--- config.mk ---
export PLATFORM = sky130hd
export DESIGN_NAME = instruction_cache
export DESIGN_NICKNAME = d
export VERILOG_FILES = /design/src/rtl/instruction_cache.sv
export SDC_FILE = /design/constraint.sdc
export NUM_CORES = 1
export LEC_CHECK = 0
export CORE_ASPECT_RATIO = 2
export CORE_MARGIN = 2
export CORE_UTILIZATION = 62
export CTS_BUF_LIST = sky130_fd_sc_hd__clkbuf_8
export CTS_CLUSTER_DIAMETER = 100
export DETAILED_ROUTE_END_ITERATION = 12
export PLACE_DENSITY = 0.87
export SYNTH_ARGS = -nofsm -noshare
export SYNTH_HDL_FRONTEND = slang
export SYNTH_SLANG_ARGS = --single-unit
--- constraint.sdc ---
create_clock -name clk -period 61.9 [get_ports clk]
set_clock_uncertainty 0.2 [all_clocks]
set_input_delay 12.38 -clock clk [delete_from_list [all_inputs] [get_ports clk]]
set_output_delay 12.38 -clock clk [all_outputs]
set_load 0.01 [all_outputs]
--- src/rtl/instruction_cache.sv ---
// rtl/instruction_cache.sv - direct-mapped read-only instruction cache with single-line refill
// Optional hit/miss statistics counters are built when ICACHE_STATS_EN is defined.
module instruction_cache #(
  parameter int NUM_LINES = 4,
  parameter int LINE_BITS = 128
) (
  input  logic                 clk,
  input  logic                 reset,
  input  logic                 req_valid,
  input  logic [31:0]          req_addr,
  output logic                 hit,
  output logic [31:0]          instruction,
  output logic                 mem_req,
  output logic [31:0]          mem_addr,
  input  logic                 mem_ready,
  input  logic [LINE_BITS-1:0] mem_data,
  output logic [31:0]          hit_count,
  output logic [31:0]          miss_count
);

  localparam int IDX   = $clog2(NUM_LINES);
  localparam int TAG_W = 28 - IDX;

  typedef enum logic {IDLE, FILL} state_t;

  state_t               state;
  logic [NUM_LINES-1:0] valid;
  logic [TAG_W-1:0]     tag_arr  [NUM_LINES];
  logic [LINE_BITS-1:0] data_arr [NUM_LINES];

  logic [IDX-1:0]       req_idx;
  logic [TAG_W-1:0]     req_tag;
  logic [1:0]           word_sel;
  logic [IDX-1:0]       fill_idx;
  logic [TAG_W-1:0]     fill_tag;
  logic [LINE_BITS-1:0] sel_line;
  logic                 miss;
  logic                 unused_byte_offset;

  assign req_idx  = req_addr[3+IDX:4];
  assign req_tag  = req_addr[31:4+IDX];
  assign word_sel = req_addr[3:2];
  assign fill_idx = mem_addr[3+IDX:4];
  assign fill_tag = mem_addr[31:4+IDX];
  assign sel_line = data_arr[req_idx];
  assign unused_byte_offset = ^req_addr[1:0];

  assign hit         = req_valid && (state == IDLE) && valid[req_idx] && (tag_arr[req_idx] == req_tag);
  assign instruction = hit ? sel_line[{word_sel, 5'b00000} +: 32] : 32'h0;
  assign miss        = req_valid && (state == IDLE) && !hit;

  always_ff @(posedge clk) begin
    if (reset) begin
      state    <= IDLE;
      mem_req  <= 1'b0;
      mem_addr <= 32'h0;
      valid    <= '0;
    end else begin
      case (state)
        IDLE: begin
          if (miss) begin
            state    <= FILL;
            mem_req  <= 1'b1;
            mem_addr <= {req_addr[31:4], 4'b0000};
          end
        end
        FILL: begin
          // The refill completes against the latched address; fetch redirects do not retarget it.
          if (mem_ready) begin
            state           <= IDLE;
            mem_req         <= 1'b0;
            valid[fill_idx] <= 1'b1;
          end
        end
        default: begin
          state   <= IDLE;
          mem_req <= 1'b0;
        end
      endcase
    end
  end

  always_ff @(posedge clk) begin
    if (!reset && (state == FILL) && mem_ready) begin
      tag_arr[fill_idx]  <= fill_tag;
      data_arr[fill_idx] <= mem_data;
    end
  end

`ifdef ICACHE_STATS_EN
  logic [31:0] hit_cnt_q;
  logic [31:0] miss_cnt_q;

  always_ff @(posedge clk) begin
    if (reset) begin
      hit_cnt_q  <= 32'h0;
      miss_cnt_q <= 32'h0;
    end else begin
      if (hit) hit_cnt_q <= hit_cnt_q + 32'h1;
      if (miss) miss_cnt_q <= miss_cnt_q + 32'h1;
    end
  end

  assign hit_count  = hit_cnt_q;
  assign miss_count = miss_cnt_q;
`else
  assign hit_count  = 32'h0;
  assign miss_count = 32'h0;
`endif

endmodule

**Yosys cells after proc, flatten, opt, wreduce, memory -nomap -nowiden**

Memory sizes are Yosys's and may differ from the RTL's.
Index checks and enable logic that the tools add are counted.

- Bits of input ports: 164
- Register bits after elaboration: 34
- Memories kept: 2
- RAM bits: 616
- Output and inout bits: 130
- Logic and storage cells: 40

Memories:

| name | words | width | read ports | clocked after Yosys merged registers in | wr ports | RTL line | RTL |
|---|---|---|---|---|---|---|---|
| data_arr | 4 | 128 | 1 | 0 | 1 | 29 | `logic [LINE_BITS-1:0] data_arr [NUM_LINES];` |
| tag_arr | 4 | 26 | 1 | 0 | 1 | 28 | `logic [TAG_W-1:0] tag_arr [NUM_LINES];` |

- Bitwise gates (word level): 2
- Shift-type cells: 1
- Eq/ne operators: 3
- Order comparisons: 3
- Mux-type cells: 13
- Reductions and logical operators: 12

Operator list:

| operator | number |
|---|---|
| 128-bit by 8-bit indexed part select with 32-bit output | 1 |
| 32-bit 2-to-1 mux | 1 |
| 26-bit == test | 1 |
| 1-bit 2-to-1 mux | 8 |
| 1-bit logical AND | 7 |
| 2-bit by 3-bit < comparator with 1-bit output, second input constant | 2 |
| 2-bit AND reduction | 3 |
| 2-bit inequality test, second input constant | 2 |
| 4-bit bitwise OR | 1 |
| 1-bit one-hot mux with 2 select lines | 2 |
| 1-bit binary-select mux with 2-bit select | 1 |
| 1-bit demux with 2-bit select | 1 |
| 2-bit by 1-bit >= comparator with 1-bit output, second input constant | 1 |
| 1-bit zero test | 2 |
| 1-bit inverter | 1 |

**Longest topological paths before layout**

- Depth after elaboration: 8
- Depth in mapped cells: 12
- Mapped depth without buffers: 7

**Worst setup path after synthesis**

Ideal clock, no wire load.

- Path kind: input-to-reg
- From: input port reset
- To: memory data_arr[0][0] (enable)
- Library setup time: 1,047 ps
- Arrival time: 27,130 ps
- Stages: 2
- Data required time: 60,653 ps
- Buffers on the path: 1
- Path slack: 33,523 ps
- Cell sequence: clkbuf_1 > nor4_1

- Cells in the longest elaborated chain, start to end: 5

Ends and longest elaborated chain:

| element | RTL line | RTL |
|---|---|---|
| from (decl) | 8 | `input logic reset,` |
| 1-bit zero test | 84 | `if (!reset && (state == FILL) && mem_ready) begin` |
| 1-bit logical AND (2 in a row) | 84 |  |
| 1-bit 2-to-1 mux | 84 |  |
| 1-bit 2-to-1 mux (implied by the code) | 86 | `data_arr[fill_idx] <= mem_data;` |
| to (decl) | 29 |  |

Every way passes these cells.

**Worst setup path in the final report**

- From: input port req_addr[5]
- To: output port instruction[18]

- Cells in the longest elaborated chain, start to end: 5
- Elaborated cells between the ends (all ways): 9
- Those cells by class: 1 x eq/ne; 1 x shift; 3 x mux; 2 x reduce/logical; 2 x memory

Ends and longest elaborated chain:

| element | RTL line | RTL |
|---|---|---|
| from (decl) | 10 | `input logic [31:0] req_addr,` |
| parallel branches: the longest is 4 deep, another holds memory 4 x 128 bit | - |  |
| 32-bit 2-to-1 mux * | 49 | `assign instruction = hit ? sel_line[{word_sel, 5'b00000} +: 32] : 32'h0;` |
| to (decl) | 12 | `output logic [31:0] instruction,` |

Mark *: on every way between the ends. The select of a mux whose other input is x is not followed.

==> flow_metrics.py <==
metrics = {
    "pwr": {
        "pwr_density_cell_nw_per_um2": 28.5,
        "p_leak_nw": 9.82,
        "ir_worst_vdd_mv": 0.0246,
    },
    "timing": {
        "finalHoldViolations": 0,
        "setup_viol": 0,
        "tightest_slew_ps": 1450,
        "slew_violations": 0,
        "setup_ws_ps": 32530,
        "max_freq_ghz": 0.0340,
        "final.setup.tns_ps": 0,
        "max_slew_margin_pct": 2.29,
        "rsz0062_at_grt": "no",
        "period_minus_slack_ps": 29370,
        "fin_crit_sh_pct": 47.5,
    },
    "cts": {
        "postCtsSetupBuffers": 0,
        "clk_latency_ps": 650,
        "cts_sinks": 650,
        "h-tree-depth": 3,
        "post_cts_resize_count": 0,
        "cts_root_buffer": "clkbuf_8",
        "path_clk_slew_ps": 60,
        "cts_tree": "built",
        "cts.path.max_buffers": 3,
        "hold_buffers": 0,
        "numCtsBuffers": 84,
    },
    "logic_synthesis": {
        "avgSynthCellArea_um2": 20.6,
        "synth_seq_cells": 650,
        "synth_edf_count": 616,
        "synthCells": 1267,
        "yosysUniqueCellTypes": 49,
        "synth-async-reset-ratio_pct": 0,
        "synth_top_area_cell": "edfxtp_1",
        "synthTopCellsByArea": "edfxtp_1 (71%), mux4_2 (15%), dfxtp_1 (2.6%)",
        "synth_area_um2": 26100,
        "yosysSeqAreaShare_pct": 73.5,
        "yosysTopAreaCellShare_pct": 70.9,
        "ys_warn_count": 0,
        "ys.flop_type": "edfxtp_1",
    },
    "cells_and_area": {
        "finalNetCount": 1680,
        "drive_gt1_share_pct": 21.6,
        "fill_cells": 2407,
        "final_cell_mix": "edfxtp_1 (616), clkdlybuf4s50_1 (219), mux4_2 (172)",
        "final_common_cell": "edfxtp_1",
        "syn2layout_area_growth_pct": 16.1,
    },
    "critical_path": {
        "critPathArrivalTime_ps": 16790,
        "regToRegSetupSlack_ps": 57780,
        "start_kind": "input pin",
        "slowest_delay_ps": 740,
        "critPathCaptureType": "primary output",
        "path_class": "input pin to primary output",
        "slowest_stage": "buf_4",
        "worstPathRequired_ps": 49320,
        "crit_fanout": 69,
        "crit_chain": "buf_6 > buf_4 > mux2_2 > a2bb2o_1 > nor4_1 > mux2i_1 > nor4_1 > o2111ai_4 > buf_4 > nor2b_1 > clkdlybuf4s50_1",
    },
    "job": {
        "maxCapViolCount": 1,
    },
    "global_route": {
        "antenna_found_initial": 10,
        "grt_pass1_vias": 14200,
        "grt_remaining_overflow": 0,
        "grt.total_usage_pct": 24.8,
        "grt_first_pass_wirelength_um": 80000,
        "grt_start_max_net_pins": 156,
    },
    "floorplan": {
        "design.core.area_um2": 41600,
        "dieArea_um2": 43800,
        "die_h_um": 294,
        "die_w_um": 149,
        "io_pins": 294,
        "rows": 106,
        "start_util_pct": 62.6,
    },
    "drt": {
        "vias_per_cell": 6.18,
        "dr.first_iter.drc_count": 898,
        "via_count": 13200,
        "ant_nets": 0,
        "firstDrtPassIters": 5,
        "drc": 0,
        "wl_per_cell_um": 24.8,
        "drt-total-wl_um": 52900,
    },
    "placement": {
        "place_hpwl_um": 31100,
        "gp_congestion": 0.890,
        "pre_cts_ws_ps": 32540,
        "numPortBuffers": 223,
    },
    "hold_path": {
        "min_path_type": "flip-flop to flip-flop",
    },
    "status": {
        "violations": "capacitance limit",
        "status": "finished with violations",
    },
}
[state kept, by name, indices dropped and copies added, names as in the netlist]
name / count
data_arr: 512
state: 1
valid: 4
tag_arr: 104
mem_addr: 28
mem_req: 1
[kinds of logic (layout without fill, tap and decap cells)]
family,after synthesis,count (layout),synth area share (%)
compound gates,37,37,1.09
xor+xnor,19,19,0.638
buf+inv,152,403,3.56
flops,650,650,73.5
mux,199,199,16.0
other cells,1,75,0.0144
simple gates,209,209,5.12
[where the power goes]
| group | switching (mW) | leakage (nW) | internal [mW] |
|---|---|---|---|
| logic | 0.0278 | 2.99 | 0.0300 |
| clock network | 0.149 | 0.969 | 0.163 |
| registers | 0.00487 | 5.86 | 0.489 |
[layer usage]
metal	wire (um)	share of wire [%]	global-route usage, %
met1	18300	35	28.4
met2	28700	54	44.1
met3	3840	7.3	5.24
met4	2050	3.9	11.8
met5	45	0.085	0
[cells in the mapped netlist, types with 2 or more instances]
| cell type | n |
|---|---|
| or4_1 | 2 |
| edfxtp_1 | 616 |
| and3_1 | 6 |
| a32oi_1 | 5 |
| mux4_1 | 2 |
| clkbuf_2 | 2 |
| clkbuf_1 | 35 |
| buf_1 | 6 |
| mux2i_1 | 21 |
| o2111ai_1 | 2 |
| nand4_1 | 78 |
| o2bb2ai_1 | 5 |
| buf_6 | 8 |
| nand3_1 | 32 |
| a211o_1 | 2 |
| o22ai_1 | 2 |
| or4b_2 | 22 |
| a21o_1 | 4 |
| dfxtp_1 | 34 |
| nor3_1 | 2 |
| buf_4 | 70 |
| nor4_1 | 5 |
| nor2b_1 | 35 |
| buf_2 | 26 |
| o211ai_1 | 2 |
| o21ai_0 | 5 |
| nand2_1 | 10 |
| nand2b_1 | 7 |
| mux2_2 | 4 |
| inv_1 | 4 |
| nor2_1 | 5 |
| xnor2_1 | 18 |
| a222oi_1 | 2 |
| mux4_2 | 172 |
| a22oi_1 | 2 |
[metrics by stage]
| stage | cell area [um^2] | util, % | hold WS (ps) | power [mW] | instances |
|---|---|---|---|---|---|
| 2_1_floorplan | 26300 | - | 218 | 0.538 | 1334 |
| 3_3_place_gp | 28600 | 68.6 | 227 | 0.558 | 1970 |
| 3_5_place_dp | 28600 | 68.6 | 235 | 0.561 | 1970 |
| 4_1_cts | 30300 | 72.6 | 249 | 0.872 | 2125 |
| 5_1_grt | 30300 | 72.7 | 268 | 0.893 | 2132 |
| 6_report | 30300 | 72.7 | 248 | 0.864 | 2132 |
[critical path, delay by kind of cell]
family | cells | cell delay (ps)
muxes | 2 | 590
and+or+nand+nor | 3 | 1000
buffers and inverters | 4 | 2290
AOI/OAI and AO/OA | 2 | 490
[final timing paths]
kind                           startpoint                         to  depth (start not counted)
setup / recovery              req_addr[5]            instruction[18]                         11
hold / removal      valid[1]$_SDFFE_PP0P_      valid[1]$_SDFFE_PP0P_                          1
setup reg to reg  tag_arr[2][3]$_DFFE_PP_  mem_addr[22]$_SDFFE_PP0P_                          8
hold reg to reg     valid[1]$_SDFFE_PP0P_      valid[1]$_SDFFE_PP0P_                          1
[cell type report]
class                      instances  area [um^2]  area share, %
multi-input combinational        532         6270           20.7
antenna                            7         17.5         0.0579
timing repair buffer             243         2420           7.98
clock buffer                      88         1210           4.00
sequential                       650        19200           63.4
inverter                           5         18.8         0.0620
clock inverter                    67          484           1.60
tap                              540          676           2.23
Note: power is estimated with default switching activity, not from simulation.
